File: config.mk
export PLATFORM = sky130hd
export DESIGN_NAME = puf_ctrl
export DESIGN_NICKNAME = d
export VERILOG_FILES = /design/src/rtl/puf_ctrl.sv
export SDC_FILE = /design/constraint.sdc
export NUM_CORES = 1
export LEC_CHECK = 0
export ABC_CLOCK_PERIOD_IN_PS = 5300
export CAP_MARGIN = 20
export CORE_UTILIZATION = 35
export CTS_CLUSTER_DIAMETER = 200
export DETAILED_ROUTE_END_ITERATION = 6
export HOLD_SLACK_MARGIN = 0.15
export PLACE_DENSITY = 0.58
export SYNTH_ARGS = -nofsm -noshare
export SYNTH_HDL_FRONTEND = slang
export SYNTH_SLANG_ARGS = --single-unit
File: constraint.sdc
create_clock -name clk -period 5.3 [get_ports clk]
set_clock_uncertainty 0.15 [all_clocks]
set_input_delay 1.06 -clock clk [delete_from_list [all_inputs] [get_ports clk]]
set_output_delay 1.06 -clock clk [all_outputs]
set_load 0.02 [all_outputs]
File: src/rtl/puf_ctrl.sv
`default_nettype none
// ============================================================================
// Module  : puf_ctrl
// Brief   : Challenge/response sequencer for a scan-loaded PUF (LOAD, EVAL, READ).
// Option  : PUF_CTRL_MAJORITY_EN - three passes per request, bitwise-majority response
// Rev     : 1.0
// ============================================================================
module puf_ctrl #(
   parameter int CHAL_W      = 32,
   parameter int RESP_W      = 32,
   parameter int EVAL_CYCLES = 16
) (
   input  logic              clk,
   input  logic              rstn,
   input  logic              start,
   input  logic              abort,
   input  logic [1:0]        sel_in,
   input  logic [1:0]        length_in,
   input  logic [CHAL_W-1:0] challenge,
   input  logic              puf_out,
   input  logic              puf_so,
   output logic              puf_reset,
   output logic [1:0]        puf_sel,
   output logic [1:0]        puf_length,
   output logic              puf_si,
   output logic              busy,
   output logic              done,
   output logic [RESP_W-1:0] response,
   output logic              out_bit
);

   localparam int CNT_MAX_A = (CHAL_W > RESP_W) ? CHAL_W : RESP_W;
   localparam int CNT_MAX   = (CNT_MAX_A > EVAL_CYCLES + 1) ? CNT_MAX_A : EVAL_CYCLES + 1;
   localparam int CNT_W     = (CNT_MAX > 1) ? $clog2(CNT_MAX) : 1;

   localparam logic [CNT_W-1:0] LOAD_LAST = CNT_W'(CHAL_W - 1);
   localparam logic [CNT_W-1:0] EVAL_LAST = CNT_W'(EVAL_CYCLES);
   localparam logic [CNT_W-1:0] READ_LAST = CNT_W'(RESP_W - 1);
   localparam logic [CNT_W-1:0] CNT_ONE   = CNT_W'(1);

   typedef enum logic [2:0] {
      S_IDLE = 3'd0,
      S_LOAD = 3'd1,
      S_EVAL = 3'd2,
      S_READ = 3'd3,
      S_DONE = 3'd4
   } state_t;

   state_t              state_q;
   logic [CNT_W-1:0]    cnt_q;
   logic [CHAL_W-1:0]   chal_q;
   logic [RESP_W-1:0]   sh_q;
   logic                eval_bit_q;
   logic                puf_reset_q;
   logic [1:0]          puf_sel_q;
   logic [1:0]          puf_length_q;
   logic                puf_si_q;
   logic                busy_q;
   logic                done_q;
   logic [RESP_W-1:0]   response_q;
   logic                out_bit_q;

   logic [RESP_W-1:0]   w_sh_next;
   logic [RESP_W-1:0]   w_final;
   logic                w_more_pass;
   logic [CHAL_W-1:0]   w_chal_rot;

   assign w_sh_next  = {sh_q[RESP_W-2:0], puf_so};
   // chal_q is rotated once per bit sent, so it is back to the original word after each LOAD
   assign w_chal_rot = {chal_q[CHAL_W-2:0], chal_q[CHAL_W-1]};

`ifdef PUF_CTRL_MAJORITY_EN
   logic [1:0]          pass_q;
   logic [RESP_W-1:0]   word0_q;
   logic [RESP_W-1:0]   word1_q;

   assign w_final     = (word0_q & word1_q) | (word0_q & w_sh_next) | (word1_q & w_sh_next);
   assign w_more_pass = (pass_q != 2'd2);
`else
   assign w_final     = w_sh_next;
   assign w_more_pass = 1'b0;
`endif

   always_ff @(posedge clk or negedge rstn) begin
      if (!rstn) begin
         state_q      <= S_IDLE;
         cnt_q        <= '0;
         chal_q       <= '0;
         sh_q         <= '0;
         eval_bit_q   <= 1'b0;
         puf_reset_q  <= 1'b1;
         puf_sel_q    <= 2'd0;
         puf_length_q <= 2'd0;
         puf_si_q     <= 1'b0;
         busy_q       <= 1'b0;
         done_q       <= 1'b0;
         response_q   <= '0;
         out_bit_q    <= 1'b0;
`ifdef PUF_CTRL_MAJORITY_EN
         pass_q       <= 2'd0;
         word0_q      <= '0;
         word1_q      <= '0;
`endif
      end else begin
         puf_reset_q <= 1'b0;
         done_q      <= 1'b0;
         if (abort && (state_q == S_LOAD || state_q == S_EVAL || state_q == S_READ)) begin
            state_q  <= S_IDLE;
            cnt_q    <= '0;
            puf_si_q <= 1'b0;
            busy_q   <= 1'b0;
         end else begin
            case (state_q)
               S_IDLE: begin
                  if (start && !abort) begin
                     chal_q       <= {challenge[CHAL_W-2:0], challenge[CHAL_W-1]};
                     puf_si_q     <= challenge[CHAL_W-1];
                     puf_sel_q    <= sel_in;
                     puf_length_q <= length_in;
                     busy_q       <= 1'b1;
                     cnt_q        <= '0;
                     state_q      <= S_LOAD;
`ifdef PUF_CTRL_MAJORITY_EN
                     pass_q       <= 2'd0;
`endif
                  end
               end
               S_LOAD: begin
                  if (cnt_q == LOAD_LAST) begin
                     cnt_q       <= '0;
                     puf_reset_q <= 1'b1;
                     puf_si_q    <= 1'b0;
                     state_q     <= S_EVAL;
                  end else begin
                     cnt_q    <= cnt_q + CNT_ONE;
                     puf_si_q <= chal_q[CHAL_W-1];
                     chal_q   <= w_chal_rot;
                  end
               end
               S_EVAL: begin
                  if (cnt_q == EVAL_LAST) begin
                     eval_bit_q <= puf_out;
                     cnt_q      <= '0;
                     state_q    <= S_READ;
                  end else begin
                     cnt_q <= cnt_q + CNT_ONE;
                  end
               end
               S_READ: begin
                  sh_q <= w_sh_next;
                  if (cnt_q == READ_LAST) begin
                     cnt_q <= '0;
                     if (w_more_pass) begin
`ifdef PUF_CTRL_MAJORITY_EN
                        if (pass_q == 2'd0) word0_q <= w_sh_next;
                        else                word1_q <= w_sh_next;
                        pass_q <= pass_q + 2'd1;
`endif
                        puf_si_q <= chal_q[CHAL_W-1];
                        chal_q   <= w_chal_rot;
                        state_q  <= S_LOAD;
                     end else begin
                        response_q <= w_final;
                        out_bit_q  <= eval_bit_q;
                        done_q     <= 1'b1;
                        state_q    <= S_DONE;
                     end
                  end else begin
                     cnt_q <= cnt_q + CNT_ONE;
                  end
               end
               S_DONE: begin
                  busy_q  <= 1'b0;
                  state_q <= S_IDLE;
               end
               default: begin
                  busy_q  <= 1'b0;
                  cnt_q   <= '0;
                  state_q <= S_IDLE;
               end
            endcase
         end
      end
   end

   assign puf_reset  = puf_reset_q;
   assign puf_sel    = puf_sel_q;
   assign puf_length = puf_length_q;
   assign puf_si     = puf_si_q;
   assign busy       = busy_q;
   assign done       = done_q;
   assign response   = response_q;
   assign out_bit    = out_bit_q;

endmodule
`default_nettype wire

==> Word level (Yosys, flattened, before mapping) <==
Cells that the tools add are included.
{ "classes": {"n_eq_ne": 14, "bitwise_logic": 1, "muxes": 26, "n_reduce_logical": 19, "add_sub_neg": 1} }
{ "ops": {"columns": ["cell", "count"], "rows": [
  ["32-bit 2-to-1 mux", 2],
  ["32-bit case mux with 2 select lines", 1],
  ["5-bit 2-to-1 mux", 4],
  ["5-bit case mux with 4 select lines", 1],
  ["3-bit 2-to-1 mux", 5],
  ["3-bit case mux with 4 select lines", 1],
  ["5-bit == test, second input constant", 2],
  ["1-bit 2-to-1 mux", 10],
  ["3-bit by 1-bit != test with 1-bit output, second input constant", 3],
  ["3-bit AND reduction", 3],
  ["2-bit AND reduction", 4],
  ["4-bit AND reduction", 2],
  ["3-bit by 2-bit == test with 1-bit output, second input constant", 2],
  ["2-bit != test, second input constant", 3],
  ["5-bit by 1-bit adder with 5-bit output, second input constant", 1],
  ["1-bit case mux with 2 select lines", 2],
  ["3-bit by 1-bit == test with 1-bit output, second input constant", 1],
  ["3-bit == test, second input constant", 1],
  ["3-bit logical NOT", 1],
  ["3-bit != test, second input constant", 1],
  ["3-bit nonzero test", 1],
  ["3-bit OR reduction", 1],
  ["1-bit logical AND", 2],
  ["1-bit logical OR", 2],
  ["other kinds (5)", 5]
]} }
{ "totals": {"wordCells": 74, "ff_bits": 113, "input_bits": 42, "out_inout_bits": 41} }

==> Logic depth before layout (Yosys ltp) <==
Gate-level depths: netlist of run 1.
{ "depth": {"depth_word": 6, "depth_mapped": 8} }

==> Worst setup path before layout of run 1 <==
No wires, ideal clock.
{ "synth_timing": {"path_kind": "input -> register", "from": "in abort", "to": "reg response_q[12], in the netlist response[12]", "t_arrival_ps": 2109, "path_stages": 7, "n_path_buf": 2, "slack_ps": 2915, "path_cell_list": "nor2_4 -> and3_4 -> buf_6 -> nand2_8 -> inv_6 -> buf_12 -> mux2_4"} }
{ "synth_via": {"elab_chain_len": 3} }
{ "synth_lines": {"columns": ["element", "line", "source"], "rows": [
  ["start: declaration", "16", "input logic abort,"],
  ["1-bit logical AND", "107", "if (abort && (state_q == S_LOAD || state_q == S_EVAL || state_q == S_READ)) begin"],
  ["1-bit inverter (no source line)", null, null],
  ["3-bit AND reduction (no source line)", null, null],
  ["end signal: assignment", "163", "response_q <= w_final;"],
  ["end: declaration", "60", "logic [RESP_W-1:0] response_q;"]
]} }
No other way between the ends.
A chain may end at the register's enable or synchronous reset.

==> Worst setup path in the final report of run 1 <==
{ "layout_timing": {"from": "in abort", "to": "reg response_q[9], in the netlist response[9]"} }
The elaborated chain is that of the path after synthesis.

==> results by group, run 1 <==
Global route
  – Number of global-route vias before repair: between 3k and 4k
  – Largest net degree at the start of global routing: just over 80
  – GRT Util Overall: about 14%
  – First-pass GRT wire length: 15.7 mm
  – Initial antenna violation count: 0
  – GRT overflow: 0

Worst setup path
  – CP startpoint: abort
  – Startpoint types: input pin
  – Worst path arrival time: between 3 and 4 ns
  – Crit end category: flop
  – R2r endpoint: chal_q[16]
  – R2R depth: 7
  – Crit path to: response[9]
  – WP data required: 5.44 ns
  – Reg-to-reg startpoint: cnt_q[0]
  – Flop2flop setup slack: 2.70 ns
  – Setup CP Type: in2reg
  – Crit Path Max Fanout: 32

Run
  – # Max-Cap Violations: 0

Synth
  – Synth Register Bits: 113
  – Largest area contributor in the netlist: dfrtp_1
  – Top post-synthesis cells by area: dfrtp_1 (59%), mux2_2 (12%), mux2i_1 (6.5%), mux2_4 (6.0%), o21ai_0 (3.7%)
  – EDFF count, synth: 0
  – Most frequent cell after synthesis: dfrtp_1
  – Synth Warn #: 0
  – Share of flip-flops with an asynchronous set or reset: 100%
  – Distinct cells, synth: 39
  – Predominant post-synthesis flop cell: dfrtp_1
  – Synth top area share: roughly three fifths
  – Cell Area, Synth: around 0.0048 mm²
  – Top cells by count, synth: dfrtp_1 (112), mux2_2 (51), nand2_1 (38)
  – Register area share after synthesis: 59.1%
  – Avg Synthesized Cell Area: between 10 and 15 µm²
  – Post-synth net total: 397
  – Mapped Cells: 352

Die
  – Vert. Die Dim: about 120 µm
  – Ports: slightly above 80
  – Initial core utilization: roughly 36%
  – Core Rows: 42
  – Core area: 0.0133 mm²
  – Die area: between 0.01 and 0.015 mm²
  – Die W: around 120 µm

STA
  – Max Fclk: around 320 MHz
  – Final count of hold timing violations: 0
  – Final Setup Violations: 0
  – Final Max Slew Viols: 0
  – Rel. slew slack: 63.8%
  – RSZ-0062 raised after global routing: false
  – Worst Max-Slew Pin Slew: around 0.54 ns
  – Final period utilization: between 50 and 60%
  – Sum Neg Setup Slack: 0 ns
  – Fin crit period: 3.08 ns

Power
  – Leak pwr: a little under 3 nW
  – Pwr Density: between 300 and 400 mW/mm²
  – VDD IR max: roughly 170 µV

Detailed routing
  – Via count: 2,953
  – DRC viols: 0
  – Drt total wl: around 9 mm
  – DRT antenna net count: 0
  – Mean routed wirelength per cell: 14.7 µm
  – DRT iter0 DRCs: 159
  – Number of vias per cell: roughly 4.7
  – 1st-pass router iterations: 4

Clocking
  – CTS HTree Levels: 4
  – Setup bufs post-CTS: 0
  – Clk_lat worst skew: around 0.40 ns
  – CTS root buf: clkbuf_16
  – Post-CTS sizing: 0
  – CTS tree: built
  – Total CTS buffers: 17
  – Sink Count: 113
  – Clock Pin Slew Worst Setup and Hold Paths: around 0.05 ns
  – Hold buffers post-CTS: 0
  – Clk buf depth: 2

Worst hold path
  – HP Class: in2async

Finish
  – Synth-to-Final Area Change: 33.0%
  – Diode count: 0
  – Filler instances: 1,221
  – Share of cells above drive strength 1: about a quarter
  – Layout Nets: slightly below 500
  – Design area: around 0.0064 mm²

Placement
  – Detailed Place HPWL: between 5 and 6 mm
  – Gpl congestion: approximately 0.73
  – Placed Area: approximately 0.0057 mm²
  – Port bufs: about 80

Status
  – Status: complete, no violations
-- worst min-delay path by stage --
stage                    start  slack (ns)  cells past startpoint          to
finish                    rstn        0.33                      1  puf_sel[0]
detailed placement  chal_q[10]        0.32                      2  chal_q[10]
floorplan           chal_q[31]        0.29                      2  chal_q[31]
global route              rstn        0.31                      1  puf_sel[0]
global placement     chal_q[8]        0.31                      2   chal_q[8]
CTS                 chal_q[26]        0.33                      2  chal_q[26]
-- per-layer routing --
layer	wire (µm)	GRT usage [%]
met5	0	0
met4	177	7.12
met3	465	4.79
met2	3950	19.7
met1	4640	20.2
-- sequential cells by signal, summed over array words and instances (netlist names) --
| name | count |
|---|---|
| busy | 1 |
| chal_q | 32 |
| cnt_q | 5 |
| done | 1 |
| eval_bit_q | 1 |
| out_bit | 1 |
| puf_length | 2 |
| puf_reset | 1 |
| puf_sel | 2 |
| puf_si | 1 |
| response | 32 |
| sh_q | 31 |
| state_q | 3 |
-- through the flow --
stage               util [%]  hold slack [ns]  instances  setup slack [ns]  power, mW
floorplan                  -            0.292        352              2.92       1.07
finish                  47.8            0.326        627              2.22       2.29
global route            47.8            0.312        627              2.07       2.39
detailed placement      43.1            0.322        595              1.78       1.16
CTS                     47.6            0.333        626              2.22       2.33
global placement        43.1            0.311        595              1.84       1.16
-- critical path: stages --
cell and delay (ns):
clkdlybuf4s50_1 0.56, nor2_4 0.23, and3_4 0.53, nand2_8 0.15, inv_6 0.28, mux2_2 0.37
-- power breakdown --
part,switching [mW],internal [mW],total [mW]
Sequential,0.0328,0.926,0.958
Combinational,0.0928,0.0955,0.188
Clock,0.358,0.784,1.14
Total,0.484,1.80,2.29
-- placed cells by master (no fill, tap or decap), drive strengths merged, types with 3 or more instances in the layout --
cell type      instances
dfrtp                112
buf                    5
nor2                   6
bufinv                 3
mux2                  70
ha                     3
nor2b                  5
mux2i                 31
and3                   3
a21oi                  4
clkdlybuf4s50         81
inv                    4
nand2                 39
o21ai                 36
nor3                   3
clkbuf                26
-- area by class of cell --
| class | count | area, µm² | area share (%) |
|---|---|---|---|
| clock buffer | 26 | 499 | 7.85 |
| clock inverter | 5 | 100 | 1.57 |
| inverter | 4 | 20.0 | 0.315 |
| multi-input combinational | 217 | 1820 | 28.7 |
| sequential | 113 | 2830 | 44.5 |
| tap | 176 | 220 | 3.46 |
| timing repair buffer | 86 | 868 | 13.7 |
-- cells by family (layout without fill, tap and decap cells) --
family,count (synthesis),after routing,synth area share [%]
flops,113,113,59.1
xor+xnor,1,1,0.183
buf+inv,22,121,3.09
mux,101,101,24.5
fa+ha+maj,3,3,0.785
compound gates,48,48,5.65
simple gates,64,64,6.70
(Power assumes the default switching activity.)
==> inputs of run 2 (changes only) <==
--- a/config.mk
+++ b/config.mk
@@ -5,7 +5,7 @@
 export SDC_FILE = /design/constraint.sdc
 export NUM_CORES = 1
 export LEC_CHECK = 0
-export ABC_CLOCK_PERIOD_IN_PS = 5300
+export ABC_CLOCK_PERIOD_IN_PS = 2900
 export CAP_MARGIN = 20
 export CORE_UTILIZATION = 35
 export CTS_CLUSTER_DIAMETER = 200
==> constraint.sdc (replaced) <==
create_clock -name clk -period 2.9 [get_ports clk]
set_clock_uncertainty 0.15 [all_clocks]
set_input_delay 0.58 -clock clk [delete_from_list [all_inputs] [get_ports clk]]
set_output_delay 0.58 -clock clk [all_outputs]
set_load 0.02 [all_outputs]
==> run 2 against run 1 <==
- clock-buffer cell count is 4 lower
- clock power is 120% higher
- utilization is 1.2 points higher
- sequential share of layout area is 1.1 points lower
- sequential power is 83% higher
- largest cell class unchanged
==> results by group, run 2 (same netlist as run 1, synthesis figures left out) <==
Worst setup path
  – Setup CP Type: reg2reg
  – Worst path arrival time: 2.52 ns (-0.70 ns)
  – Top cell by count, worst path: ha_1
  – Flop2flop setup slack: 0.49 ns (-2.21 ns)
  – CP max stage cell: buf_4
  – CP cell instances: ha_1 > and3_1 > ha_1 > nor2b_1 > o21ai_4 > buf_4 > o21ai_0
  – Buf+Inv Stages, Crit Path: 1 (-1)
  – Startpoint types: flop
  – R2R depth: 7 (unchanged)
  – Crit end category: flop
  – Reg-to-reg startpoint: cnt_q[0]
  – Crit Path Max Fanout: 63 (+97%)
  – R2r endpoint: chal_q[14]
  – WP data required: 3.01 ns (-2.43 ns)
  – CP startpoint: cnt_q[0]
  – CP max stage delay: 0.44 ns (-0.12 ns)
  – Crit path max-delay family: adder cells

Clocking
  – Hold buffers post-CTS: 1 (+1)
  – Clk buf depth: 2 (unchanged)
  – Clk_lat worst skew: 0.40 ns (about the same)
  – Sink Count: 113 (unchanged)
  – CTS tree: built
  – CTS root buf: clkbuf_16
  – CTS HTree Levels: 4 (unchanged)
  – Post-CTS sizing: 0 (unchanged)
  – Clock Pin Slew Worst Setup and Hold Paths: 0.05 ns (about the same)
  – Setup bufs post-CTS: 0 (unchanged)
  – Total CTS buffers: 17 (unchanged)

STA
  – Final period utilization: 83.3%
  – Fin crit period: between 2 and 2.5 ns
  – RSZ-0062 raised after global routing: false
  – Final Max Slew Viols: 0 (unchanged)
  – Rel. slew slack: 63.8% (about the same)
  – Final count of hold timing violations: 0 (unchanged)
  – Max Fclk: between 400 and 500 MHz
  – WHS: 0.328 ns (+0.00192 ns)
  – Final worst slack: 0.485 ns (-1.73 ns)
  – Final Setup Violations: 0 (unchanged)
  – Sum Neg Setup Slack: 0 ns (unchanged)
  – Worst Max-Slew Pin Slew: 0.543 ns (-0.000190 ns)

Worst hold path
  – HP Class: reg2reg
  – HP Start: chal_q[7]
  – WHS Endpoint: chal_q[7]
  – Hold path depth: 2

Finish
  – Layout Nets: 488 (+0.83%)
  – Filler instances: 1,169 (-4.3%)
  – Reg area: 0.00283 mm² (unchanged)
  – Multi-input gate area: 0.00182 mm² (unchanged)
  – Diode count: 0 (unchanged)
  – Most frequent cells in the layout: dfrtp_1 (112), clkdlybuf4s50_1 (81), mux2_2 (51)
  – Most common cell after layout, fill and taps aside: dfrtp_1
  – Synth-to-Final Area Change: 36.3%
  – Non-Filler Instances: 632 (+0.80%)
  – Share of cells above drive strength 1: 25.7% (+1.5 points)

Detailed routing
  – Number of vias per cell: 4.67 (-0.76%)
  – Mean routed wirelength per cell: 14.3 µm (-2.7%)
  – DRT iter0 DRCs: 125 (-21%)
  – Via count: 2,954 (+0.034%)
  – DRC viols: 0 (unchanged)
  – 1st-pass router iterations: 4 (unchanged)
  – DRT antenna net count: 0 (unchanged)
  – Drt total wl: 9.05 mm (-2.0%)

Placement
  – Port bufs: 82 (unchanged)
  – Detailed Place HPWL: 5.76 mm (+0.47%)
  – Pre-CTS setup slack: 0.236 ns (-1.55 ns)
  – Placed insts: 599 (+0.67%)
  – Gpl congestion: 0.777 (+6.5%)

Die
  – Vert. Die Dim: 119 µm (unchanged)
  – Die W: 119 µm (unchanged)
  – Core area: 0.0133 mm² (unchanged)
  – Ports: 83 (unchanged)
  – Core Rows: 42 (unchanged)
  – Die area: 0.0141 mm² (unchanged)
  – Initial core utilization: 36.0% (unchanged)

Power
  – Leak pwr: 3.03 nW (+2.8%)
  – Total Power: 4.66 mW (+100%)
  – Pwr Density: 715 mW/mm² (+99%)
  – VDD IR max: 395 µV (+130%)

Run
  – # Max-Cap Violations: 0 (unchanged)

Global route
  – Number of global-route vias before repair: 3,100 (+0.85%)
  – Initial antenna violation count: 0 (unchanged)
  – Largest net degree at the start of global routing: 64 (-22%)
  – GRT overflow: 0 (unchanged)
  – First-pass GRT wire length: 15.7 mm (about the same)
  – GRT Util Overall: 14.4% (-0.052 points)

Status
  – Status: complete, no violations
[run 2: cell types whose count changed in the layout (fill, tap and decap cells not counted), sizes merged]
cell         previous run  this run
bufinv                  3         8
clkbuf                 26        22
buf                     5         8
dlygate4sd3             0         1
[run 2: worst max-delay path by stage]
stage | to | slack [ns] | cells past startpoint
2_1_floorplan | chal_q[11] | 0.81 | 8
6_report | chal_q[14] | 0.49 | 7
3_3_place_gp | sh_q[12] | 0.29 | 5
3_5_place_dp | response[10] | 0.24 | 6
5_1_grt | chal_q[6] | 0.30 | 7
4_1_cts | chal_q[6] | 0.49 | 7
[run 2: layout make-up]
class | instances | share of cell area [%]
clock buffers | 22 | 7.43
multi-input cells | 217 | 28.0
inverters | 4 | 0.307
flip-flops and latches | 113 | 43.4
repair buffers | 90 | 13.7
clock inverters | 10 | 3.84
well taps | 176 | 3.38
[run 2: worst min-delay path: cells and delay by family (launching register included)]
family	cells	cell delay, ns
AND/OR/NAND/NOR	1	0.04
AO/OA/AOI/OAI	1	0.06
flip-flops	1	0.34
[run 2: layer usage]
layer	wire length, µm	share of wire (%)	up-vias	global-route usage, %
met5	0	0	-	0
met4	112	1.2	0	6.17
met3	528	5.8	10	5.65
met2	3880	43	81	19.5
met1	4530	50	1444	20.0
li1	-	-	1419	-
[run 2: power by group]
group	internal, mW	switching (mW)	total [mW]
Combinational	0.176	0.172	0.349
Clock	1.87	0.691	2.56
Sequential	1.69	0.0606	1.75
Total	3.74	0.924	4.66
[run 2: metrics by stage]
step	utilization, %	cell area (µm²)
floorplan	-	4780
global placement	43.4	5780
detailed placement	43.4	5780
CTS	49.0	6520
global route	49.0	6520
finish	49.0	6520
